==> src/rtl/mdu_if.sv <==
// mdu_if: request/response bundle between the core execute stage and mdu_seq.
interface mdu_if #(parameter int XLEN = 32);
  logic            start;
  logic            flush;
  logic [2:0]      op;
  logic [XLEN-1:0] rs1;
  logic [XLEN-1:0] rs2;
  logic            busy;
  logic            done;
  logic [XLEN-1:0] result;
  modport master(output start, flush, op, rs1, rs2, input busy, done, result);
  modport slave(input start, flush, op, rs1, rs2, output busy, done, result);
endinterface

==> src/rtl/mdu_seq.sv <==
// mdu_seq: iterative RV32M multiply/divide sequencer sharing one 32-bit adder
// for operand negation, shift-add multiply, restoring divide and sign fix-up.
module mdu_seq #(
  parameter int XLEN = 32,
  parameter int ITER = 32
) (
  input logic   clk,
  input logic   rst_n,
  mdu_if.slave  bus
);
  localparam int CW = $clog2(ITER);
  localparam logic [XLEN-1:0] MIN_NEG = {1'b1, {(XLEN-1){1'b0}}};
  typedef enum logic [2:0] {IDLE, PREP_A, PREP_B, CALC, FIX_LO, FIX_HI, DONE} state_t;
  state_t          st;
  logic [XLEN-1:0] ra, rb, hi, lo, res;
  logic [XLEN-1:0] add_a, add_b, add_s, rsh, b_abs;
  logic [CW-1:0]   cnt;
  logic [2:0]      opr;
  logic            neg, cy, bsy, dn;
  logic            add_c, add_ci, is_div, sgn_a, sgn_b, take, div0, ovf, lo_sel;
  always_comb begin
    is_div = opr[2];
    sgn_a  = opr inside {3'b001, 3'b010, 3'b100, 3'b110};
    sgn_b  = opr inside {3'b001, 3'b100, 3'b110};
    lo_sel = opr inside {3'b000, 3'b100, 3'b101};
    rsh    = {hi[XLEN-2:0], lo[XLEN-1]};
    // The single shared adder; its operands depend only on the current state.
    add_a  = st == PREP_A ? ~ra :
             st == PREP_B ? ~rb :
             st == CALC   ? (is_div ? rsh : hi) :
             st == FIX_LO ? ~lo : ~hi;
    add_b  = st == CALC ? (is_div ? ~rb : ra) : '0;
    add_ci = st == CALC ? is_div : st == FIX_HI ? (is_div | cy) : 1'b1;
    {add_c, add_s} = {1'b0, add_a} + {1'b0, add_b} + {{XLEN{1'b0}}, add_ci};
    take   = hi[XLEN-1] | add_c;
    b_abs  = (sgn_b & rb[XLEN-1]) ? add_s : rb;
    div0   = bus.rs2 == '0;
    ovf    = !bus.op[0] && bus.rs1 == MIN_NEG && bus.rs2 == '1;
  end
  always_ff @(posedge clk or negedge rst_n) begin
    if (!rst_n) begin
      st  <= IDLE;
      ra  <= '0;
      rb  <= '0;
      hi  <= '0;
      lo  <= '0;
      res <= '0;
      cnt <= '0;
      opr <= '0;
      neg <= 1'b0;
      cy  <= 1'b0;
      bsy <= 1'b0;
      dn  <= 1'b0;
    end else if (bus.flush && st != IDLE) begin
      st  <= IDLE;
      bsy <= 1'b0;
      dn  <= 1'b0;
    end else begin
      case (st)
        IDLE: if (bus.start && !bus.flush) begin
          opr <= bus.op;
          ra  <= bus.rs1;
          rb  <= bus.rs2;
          hi  <= '0;
          lo  <= '0;
          cnt <= '0;
          bsy <= 1'b1;
          if (bus.op[2] && (div0 || ovf)) begin
            st  <= DONE;
            dn  <= 1'b1;
            res <= div0 ? (bus.op[1] ? bus.rs1 : '1) : (bus.op[1] ? '0 : MIN_NEG);
          end else st <= PREP_A;
        end
        PREP_A: begin
          neg <= sgn_a & ra[XLEN-1];
          if (sgn_a & ra[XLEN-1]) ra <= add_s;
          st  <= PREP_B;
        end
        PREP_B: begin
          rb  <= b_abs;
          lo  <= is_div ? ra : b_abs;
          neg <= opr == 3'b110 ? neg : neg ^ (sgn_b & rb[XLEN-1]);
          st  <= CALC;
        end
        CALC: begin
          if (is_div) begin
            hi <= take ? add_s : rsh;
            lo <= {lo[XLEN-2:0], take};
          end else begin
            hi <= lo[0] ? {add_c, add_s[XLEN-1:1]} : {1'b0, hi[XLEN-1:1]};
            lo <= {lo[0] ? add_s[0] : hi[0], lo[XLEN-1:1]};
          end
          cnt <= cnt + 1'b1;
          if (cnt == CW'(ITER - 1)) st <= FIX_LO;
        end
        FIX_LO: begin
          if (neg) begin
            lo <= add_s;
            cy <= add_c;
          end
          st <= FIX_HI;
        end
        FIX_HI: begin
          if (neg) hi <= add_s;
          res <= lo_sel ? lo : (neg ? add_s : hi);
          dn  <= 1'b1;
          st  <= DONE;
        end
        DONE: begin
          st  <= IDLE;
          bsy <= 1'b0;
          dn  <= 1'b0;
        end
        default: st <= IDLE;
      endcase
    end
  end
  assign bus.busy   = bsy;
  assign bus.done   = dn;
  assign bus.result = res;
endmodule

==> src/flat_wrapper.sv <==
// flat-port wrapper written by rule: the top's interface ports become plain ports
module mdu_seq_flat 
#(
  parameter int XLEN = 32,
  parameter int ITER = 32
)
  (clk, rst_n, bus_start, bus_flush, bus_op, bus_rs1, bus_rs2, bus_busy, bus_done, bus_result);
  mdu_if #(.XLEN(XLEN)) bus_i ();
  input logic clk;
  input logic rst_n;
  input wire logic [$bits(bus_i.start)-1:0] bus_start;
  input wire logic [$bits(bus_i.flush)-1:0] bus_flush;
  input wire logic [$bits(bus_i.op)-1:0] bus_op;
  input wire logic [$bits(bus_i.rs1)-1:0] bus_rs1;
  input wire logic [$bits(bus_i.rs2)-1:0] bus_rs2;
  output wire logic [$bits(bus_i.busy)-1:0] bus_busy;
  output wire logic [$bits(bus_i.done)-1:0] bus_done;
  output wire logic [$bits(bus_i.result)-1:0] bus_result;
  assign bus_i.start = bus_start;
  assign bus_i.flush = bus_flush;
  assign bus_i.op = bus_op;
  assign bus_i.rs1 = bus_rs1;
  assign bus_i.rs2 = bus_rs2;
  assign bus_busy = bus_i.busy;
  assign bus_done = bus_i.done;
  assign bus_result = bus_i.result;
  mdu_seq #(.XLEN(XLEN), .ITER(ITER)) u_core (.clk(clk), .rst_n(rst_n), .bus(bus_i));
endmodule
==> config.mk <==
export PLATFORM = sky130hd
export DESIGN_NAME = mdu_seq_flat
export DESIGN_NICKNAME = d
export VERILOG_FILES = /design/src/rtl/mdu_if.sv /design/src/rtl/mdu_seq.sv /design/src/flat_wrapper.sv
export SDC_FILE = /design/constraint.sdc
export NUM_CORES = 1
export LEC_CHECK = 0
export CORE_MARGIN = 2
export CORE_UTILIZATION = 51
export DETAILED_ROUTE_END_ITERATION = 10
export MAX_ROUTING_LAYER = met4
export PLACE_DENSITY = 0.73
export REMOVE_ABC_BUFFERS = 1
export SYNTH_ARGS = -nofsm -noshare
export SYNTH_HDL_FRONTEND = slang
export SYNTH_SLANG_ARGS = --single-unit
==> constraint.sdc <==
create_clock -name clk -period 6.5 [get_ports clk]
set_input_delay 1.3 -clock clk [delete_from_list [all_inputs] [get_ports clk]]
set_output_delay 1.3 -clock clk [all_outputs]
set_load 0.005 [all_outputs]
==> flow_metrics.tcl, run 1 <==
set metrics [dict create \
    grt_max_degree 92 \
    maxCapViolCount 0 \
    ys_top_cells_by_area "dfrtp_1 (29%), a21oi_1 (8.4%), nand2_1 (7.0%)" \
    grt_pass1_vias 15600 \
    clock_sinks 175 \
    crit_chain "nor2_1 -> and2_4 -> buf_4 -> a311oi_1 -> a21oi_1 -> nor2_1 -> a21oi_1 -> ha_1 -> a21oi_1 -> o21ai_0 -> a32oi_1 -> nand3b_1 -> o22ai_2 -> o21ai_0 -> xor2_1 -> a21boi_0 -> o21ai_0" \
    hp-class "reg -> reg" \
    dieArea_sq_mm 0.0308 \
    dp_cells 2391 \
    drtPass1Iterations 6 \
    end_kind "flop" \
    clkTransAtPathRegs_ns 0.08 \
    fin_util_pct 58.5 \
    synth_cell_types 82 \
    pre_cts_ws_ns 1.18 \
    clock_path_buffers 2 \
    port_buffers 104 \
    postCtsSetupBuffers 0 \
    cts_buffers 17 \
    finalCritPeriodShare_pct 85.4 \
    layout.nets 2132 \
    maxSlewViolCount 0 \
    worstMarginPinSlew_ns 1.22 \
    start_util_pct 52.0 \
    cts_root_buffer "clkbuf_16" \
    cts_tree "done" \
    hold_violations 0 \
    synth_edf_count 0 \
    instances_no_fill 2424 \
    yosysTopAreaCellShare_pct 29.2 \
    crit_fanout 65 \
    worstPathRequired_ns 6.86 \
    synth-seq-area-share_pct 29.2 \
    antenna_left 0 \
    period_minus_slack_ns 5.55 \
    crit_type "reg -> reg" \
    hold_buffers 0 \
    syn_area_per_cell_sq_um 7.39 \
    htree_levels 4 \
    num_io_pins 105 \
    num_vias 16900 \
    total_power_mw 6.80 \
    grt_pass1_wl_um 90700 \
    final_common_cell "nand2_1" \
    clk_latency_ns 0.46 \
    drc 0 \
    grt_overflow_total 0 \
    vias_per_cell 6.97 \
    syn_to_final_growth_pct 12.3 \
    slowest_delay_ns 0.69 \
    num_rows 62 \
    core-area_sq_mm 0.0289 \
    powerDensity_mw_per_mm2 403 \
    dp_hpwl_um 38300 \
    max_slew_margin_pct 18.8 \
    crit_family "compound AO/OA/AOI/OAI gates" \
    grt_use_total_pct 39.0 \
    p_leak_nw 6.75 \
    final_cell_mix "nand2_1 (280), a21oi_1 (252), nor2_1 (239)" \
    antenna_found_initial 1 \
    synth_area_sq_mm 0.0150 \
    cts_resized 0 \
    startpoint_type "flop" \
    yosysTopAreaCell "dfrtp_1" \
    gp_congestion 1.02 \
    cp.arrival_ns 5.92 \
    drive_gt1_share_pct 5.35 \
    run_status "finished clean" \
    synth_async_sr_flop_share_pct 100 \
    setup_viol 0 \
    drt_iter0_markers 2766 \
    ys.flop_type "dfrtp_1" \
    yosys_warnings 0 \
    slowest_stage "and2_4" \
    ir_worst_vdd_mv 0.207 \
    postRouteWirelength_um 59000 \
    die-width_um 176 \
    path_buf_inv 1 \
    synthCells 2033 \
    grt_setup_unrepaired "no" \
    layout_setup_ws_ns 0.948 \
    finClkSkew_ns 0.0204 \
    max_freq_mhz 180 \
    wl_per_cell_um 24.3 \
    hold_ws_ns 0.493 \
    fp.dieH_um 176 \
    synth-seq-cells 175 \
]
## cells in the mapped netlist, drive strengths merged (17+ instances only)
cell / number
a21oi: 255
o211ai: 19
nand2: 280
nand4: 21
nor2: 240
nor2b: 31
buf: 27
nor3: 25
mux2i: 99
nand3: 24
dfrtp: 175
o21ai: 182
a311oi: 32
a31oi: 35
inv: 41
xnor2: 18
ha: 33
o22ai: 19
a221o: 17
a211oi: 67
a22o: 17
clkbuf: 144
a21o: 23
## final cells by class
type / instances / area (sq um)
repair buffers: 145 / 1420
fillers: 2681 / 12000
inverters: 42 / 158
well taps: 384 / 480
clock buffers: 18 / 429
multi-input cells: 1645 / 9860
clock inverters: 14 / 148
flip-flops and latches: 175 / 4380
diodes: 1 / 2.50
## kinds of logic (layout without fill, tap and decap cells)
family	after synthesis	after routing	share of synthesized area (%)
other	0	1	0
AO/OA/AOI/OAI	784	784	33.5
buffers and inverters	213	219	5.63
adder cells (fa/ha/maj)	35	35	3.02
XOR/XNOR	28	28	1.68
AND/OR/NAND/NOR	693	693	19.9
multiplexers	105	105	7.05
flip-flops	175	175	29.2
## metal layers
metal / track usage, % / routed length, um / vias to the layer above / part of all wire, %
met5: - / 0 / - / 0
met4: 22.1 / 3700 / 0 / 6.3
met3: 7.84 / 6790 / 274 / 12
met2: 56.7 / 25400 / 1255 / 43
met1: 50.8 / 23100 / 7944 / 39
li1: - / - / 7427 / -
## through the flow
stage / TNS (ns) / instance area [sq um]
after floorplan: -355.11 / 14300
after global placement: 0 / 16300
after detailed placement: 0 / 16300
after CTS: 0 / 16900
after global routing: 0 / 16900
final: 0 / 16900
## flip-flops by register name, summed over array words and instances, names as in the netlist
signal and count:
u_core.lo 32, u_core.bus.busy 1, u_core.st 3, u_core.bus.result 32, u_core.hi 32, u_core.neg 1
u_core.cy 1, u_core.rb 32, u_core.bus.done 1, u_core.opr 3, u_core.ra 32, u_core.cnt 5
## path summary, 6_finish.rpt
check                           cells after the start                  from  slack, ns                    end
worst max-delay path                               17          u_core.st[2]       0.95  u_core.bus.result[27]
worst min-delay path                                1  u_core.bus.result[1]       0.49   u_core.bus.result[1]
worst max register to register                     17          u_core.st[2]       0.95  u_core.bus.result[27]
worst min register to register                      1  u_core.bus.result[1]       0.49   u_core.bus.result[1]
max in group asynchronous                           2                 rst_n       4.45  u_core.bus.result[22]
min in group asynchronous                           1                 rst_n       0.84   u_core.bus.result[2]
## power breakdown
part	internal [mW]	switching [mW]	leakage [nW]
registers	1.42	0.438	2.20
logic	1.38	2.49	4.27
clock network	0.545	0.528	0.286
Note: power is estimated with default switching activity, not from simulation.
==> inputs of run 2 (changes only) <==
--- a/config.mk
+++ b/config.mk
@@ -6,10 +6,11 @@
 export NUM_CORES = 1
 export LEC_CHECK = 0
 export CORE_MARGIN = 2
-export CORE_UTILIZATION = 51
+export CORE_UTILIZATION = 30
+export CTS_CLUSTER_DIAMETER = 60
 export DETAILED_ROUTE_END_ITERATION = 10
 export MAX_ROUTING_LAYER = met4
-export PLACE_DENSITY = 0.73
+export PLACE_DENSITY = 0.48
 export REMOVE_ABC_BUFFERS = 1
 export SYNTH_ARGS = -nofsm -noshare
 export SYNTH_HDL_FRONTEND = slang
==> flow_metrics.tcl, run 2 (synthesized netlist as in run 1, its figures left out) <==
set metrics [dict create \
    fillCellCount 5263 \
    run_status "finished clean" \
    worstPathRequired_ns 6.90 \
    clkTransAtPathRegs_ns 0.07 \
    fin_tns_setup_ns 0 \
    postCtsSetupBuffers 0 \
    clock_path_buffers 2 \
    met2_usage_pct 41.0 \
    gp_congestion 0.890 \
    drc 0 \
    die-width_um 228 \
    powerDensity_mw_per_mm2 404 \
    hp-class "reg -> reg" \
    postRouteWirelength_um 69300 \
    crit_chain "and2_2 -> buf_12 -> nand2_1 -> a311oi_1 -> a21oi_1 -> nor2_1 -> a21oi_1 -> ha_1 -> a21oi_1 -> o211ai_1 -> a21oi_1 -> a2bb2oi_2 -> o311ai_4 -> a21oi_4 -> buf_12 -> o21a_1 -> o21ai_0 -> a221o_1" \
    cts_tree "done" \
    clkPwrFrac_pct 16.2 \
    grt-busiest-layer "met2" \
    maxCapViolCount 0 \
    cts_resized 0 \
    max_freq_mhz 179 \
    fp.dieH_um 228 \
    crit_fanout 30 \
    drtPass1Iterations 5 \
    max_slew_margin_pct 15.7 \
    layout.nets 2142 \
    finClkSkew_ns 0.0150 \
    grt_pass1_vias 15500 \
    antenna_found_initial 2 \
    num_rows 81 \
    drt_iter0_markers 1764 \
    cpMostUsedCell "a21oi_1" \
    hold_violations 0 \
    num_vias 16200 \
    multi_input_area_sq_mm 0.00987 \
    start_util_pct 30.6 \
    p_seq_share_pct 27.1 \
    grt_setup_unrepaired "no" \
    crit_type "reg -> reg" \
    vias_per_cell 5.98 \
    grt_max_degree 101 \
    period_minus_slack_ns 5.58 \
    total_power_mw 7.00 \
    drive_gt1_share_pct 6.00 \
    cts_buffers 17 \
    grt_use_total_pct 27.1 \
    final_common_cell "nand2_1" \
    place_area_sq_mm 0.0167 \
    fin_util_pct 35.2 \
    antenna_left 0 \
    core-area_sq_mm 0.0492 \
    finalInstanceArea_sq_mm 0.0173 \
    p_comb_share_pct 56.7 \
    hold_buffers 0 \
    intPower_mw 3.43 \
    wl_per_cell_um 25.5 \
    cp.arrival_ns 5.98 \
    port_buffers 104 \
    maxSlewViolCount 0 \
    grt_overflow_total 0 \
    dieArea_sq_mm 0.0519 \
    slowest_stage "and2_2" \
    slowest_delay_ns 0.84 \
    cts_root_buffer "clkbuf_16" \
    sw_frac_of_total_pct 51.0 \
    switchingPower_mw 3.57 \
    num_io_pins 105 \
    hold_ws_ns 0.503 \
    seqCellArea_sq_mm 0.00439 \
    setup_viol 0 \
    ir_worst_vdd_mv 0.209 \
    use_met1_pct 35.7 \
    syn_to_final_growth_pct 15.4 \
    grt_pass1_wl_um 104000 \
    clock_sinks 175 \
    grt_util_met3_pct 4.00 \
    p_leak_nw 6.79 \
    final_cell_mix "nand2_1 (279), a21oi_1 (251), nor2_1 (238)" \
    worstMarginPinSlew_ns 1.26 \
    startpoint_type "flop" \
    htree_levels 4 \
    clk_latency_ns 0.52 \
    dp_hpwl_um 46200 \
    finalCritPeriodShare_pct 85.8 \
    end_kind "flop" \
]
==> run 2: stage by stage <==
step                      setup slack, ns  std cells
after floorplan                     -3.30       1862
after global placement               1.07       2681
after detailed placement            0.913       2681
after CTS                           0.915       2713
after global routing                0.435       2714
final                               0.923       2714
==> run 2: power by group through the flow <==
stage	combinational [mW]	clock [mW]	sequential, mW
detailed placement	3.90	0	1.89
CTS	3.92	1.16	1.88
global placement	3.88	0	1.90
global route	4.30	1.19	1.95
finish	3.97	1.14	1.90
floorplan	2.53	0	1.85
==> run 2: layout make-up <==
cell class	count	area share, %
Antenna cell	1	0.0144
Clock buffer	24	2.84
Clock inverter	8	0.599
Inverter	42	0.910
Multi-Input combinational cell	1645	57.0
Sequential cell	175	25.3
Tap cell	664	4.80
Timing Repair Buffer	155	8.57
==> run 2: final timing paths <==
kind	start	to	slack, ns	cells past startpoint
min in group asynchronous	rst_n	u_core.lo[5]	0.80	1
worst max-delay path	u_core.st[2]	u_core.hi[31]	0.92	18
worst max register to register	u_core.st[2]	u_core.hi[31]	0.92	18
worst min register to register	u_core.bus.result[13]	u_core.bus.result[13]	0.50	1
worst min-delay path	u_core.bus.result[13]	u_core.bus.result[13]	0.50	1
max in group asynchronous	rst_n	u_core.ra[23]	4.60	2
==> run 2: worst max-delay path, delay by kind of cell, from the launching register on <==
kind	cells	cell delay [ns]
buffers and inverters	2	0.57
AOI/OAI and AO/OA	12	2.65
and+or+nand+nor	3	1.01
DFF	1	0.78
adders and majority gates	1	0.44
==> run 2: per-layer routing <==
metal / vias up / wire, um / part of all wire [%]
met2: 647 / 31300 / 45
met4: 0 / 2820 / 4.1
met1: 7987 / 30900 / 45
li1: 7458 / - / -
met5: - / 0 / 0
met3: 142 / 4230 / 6.1
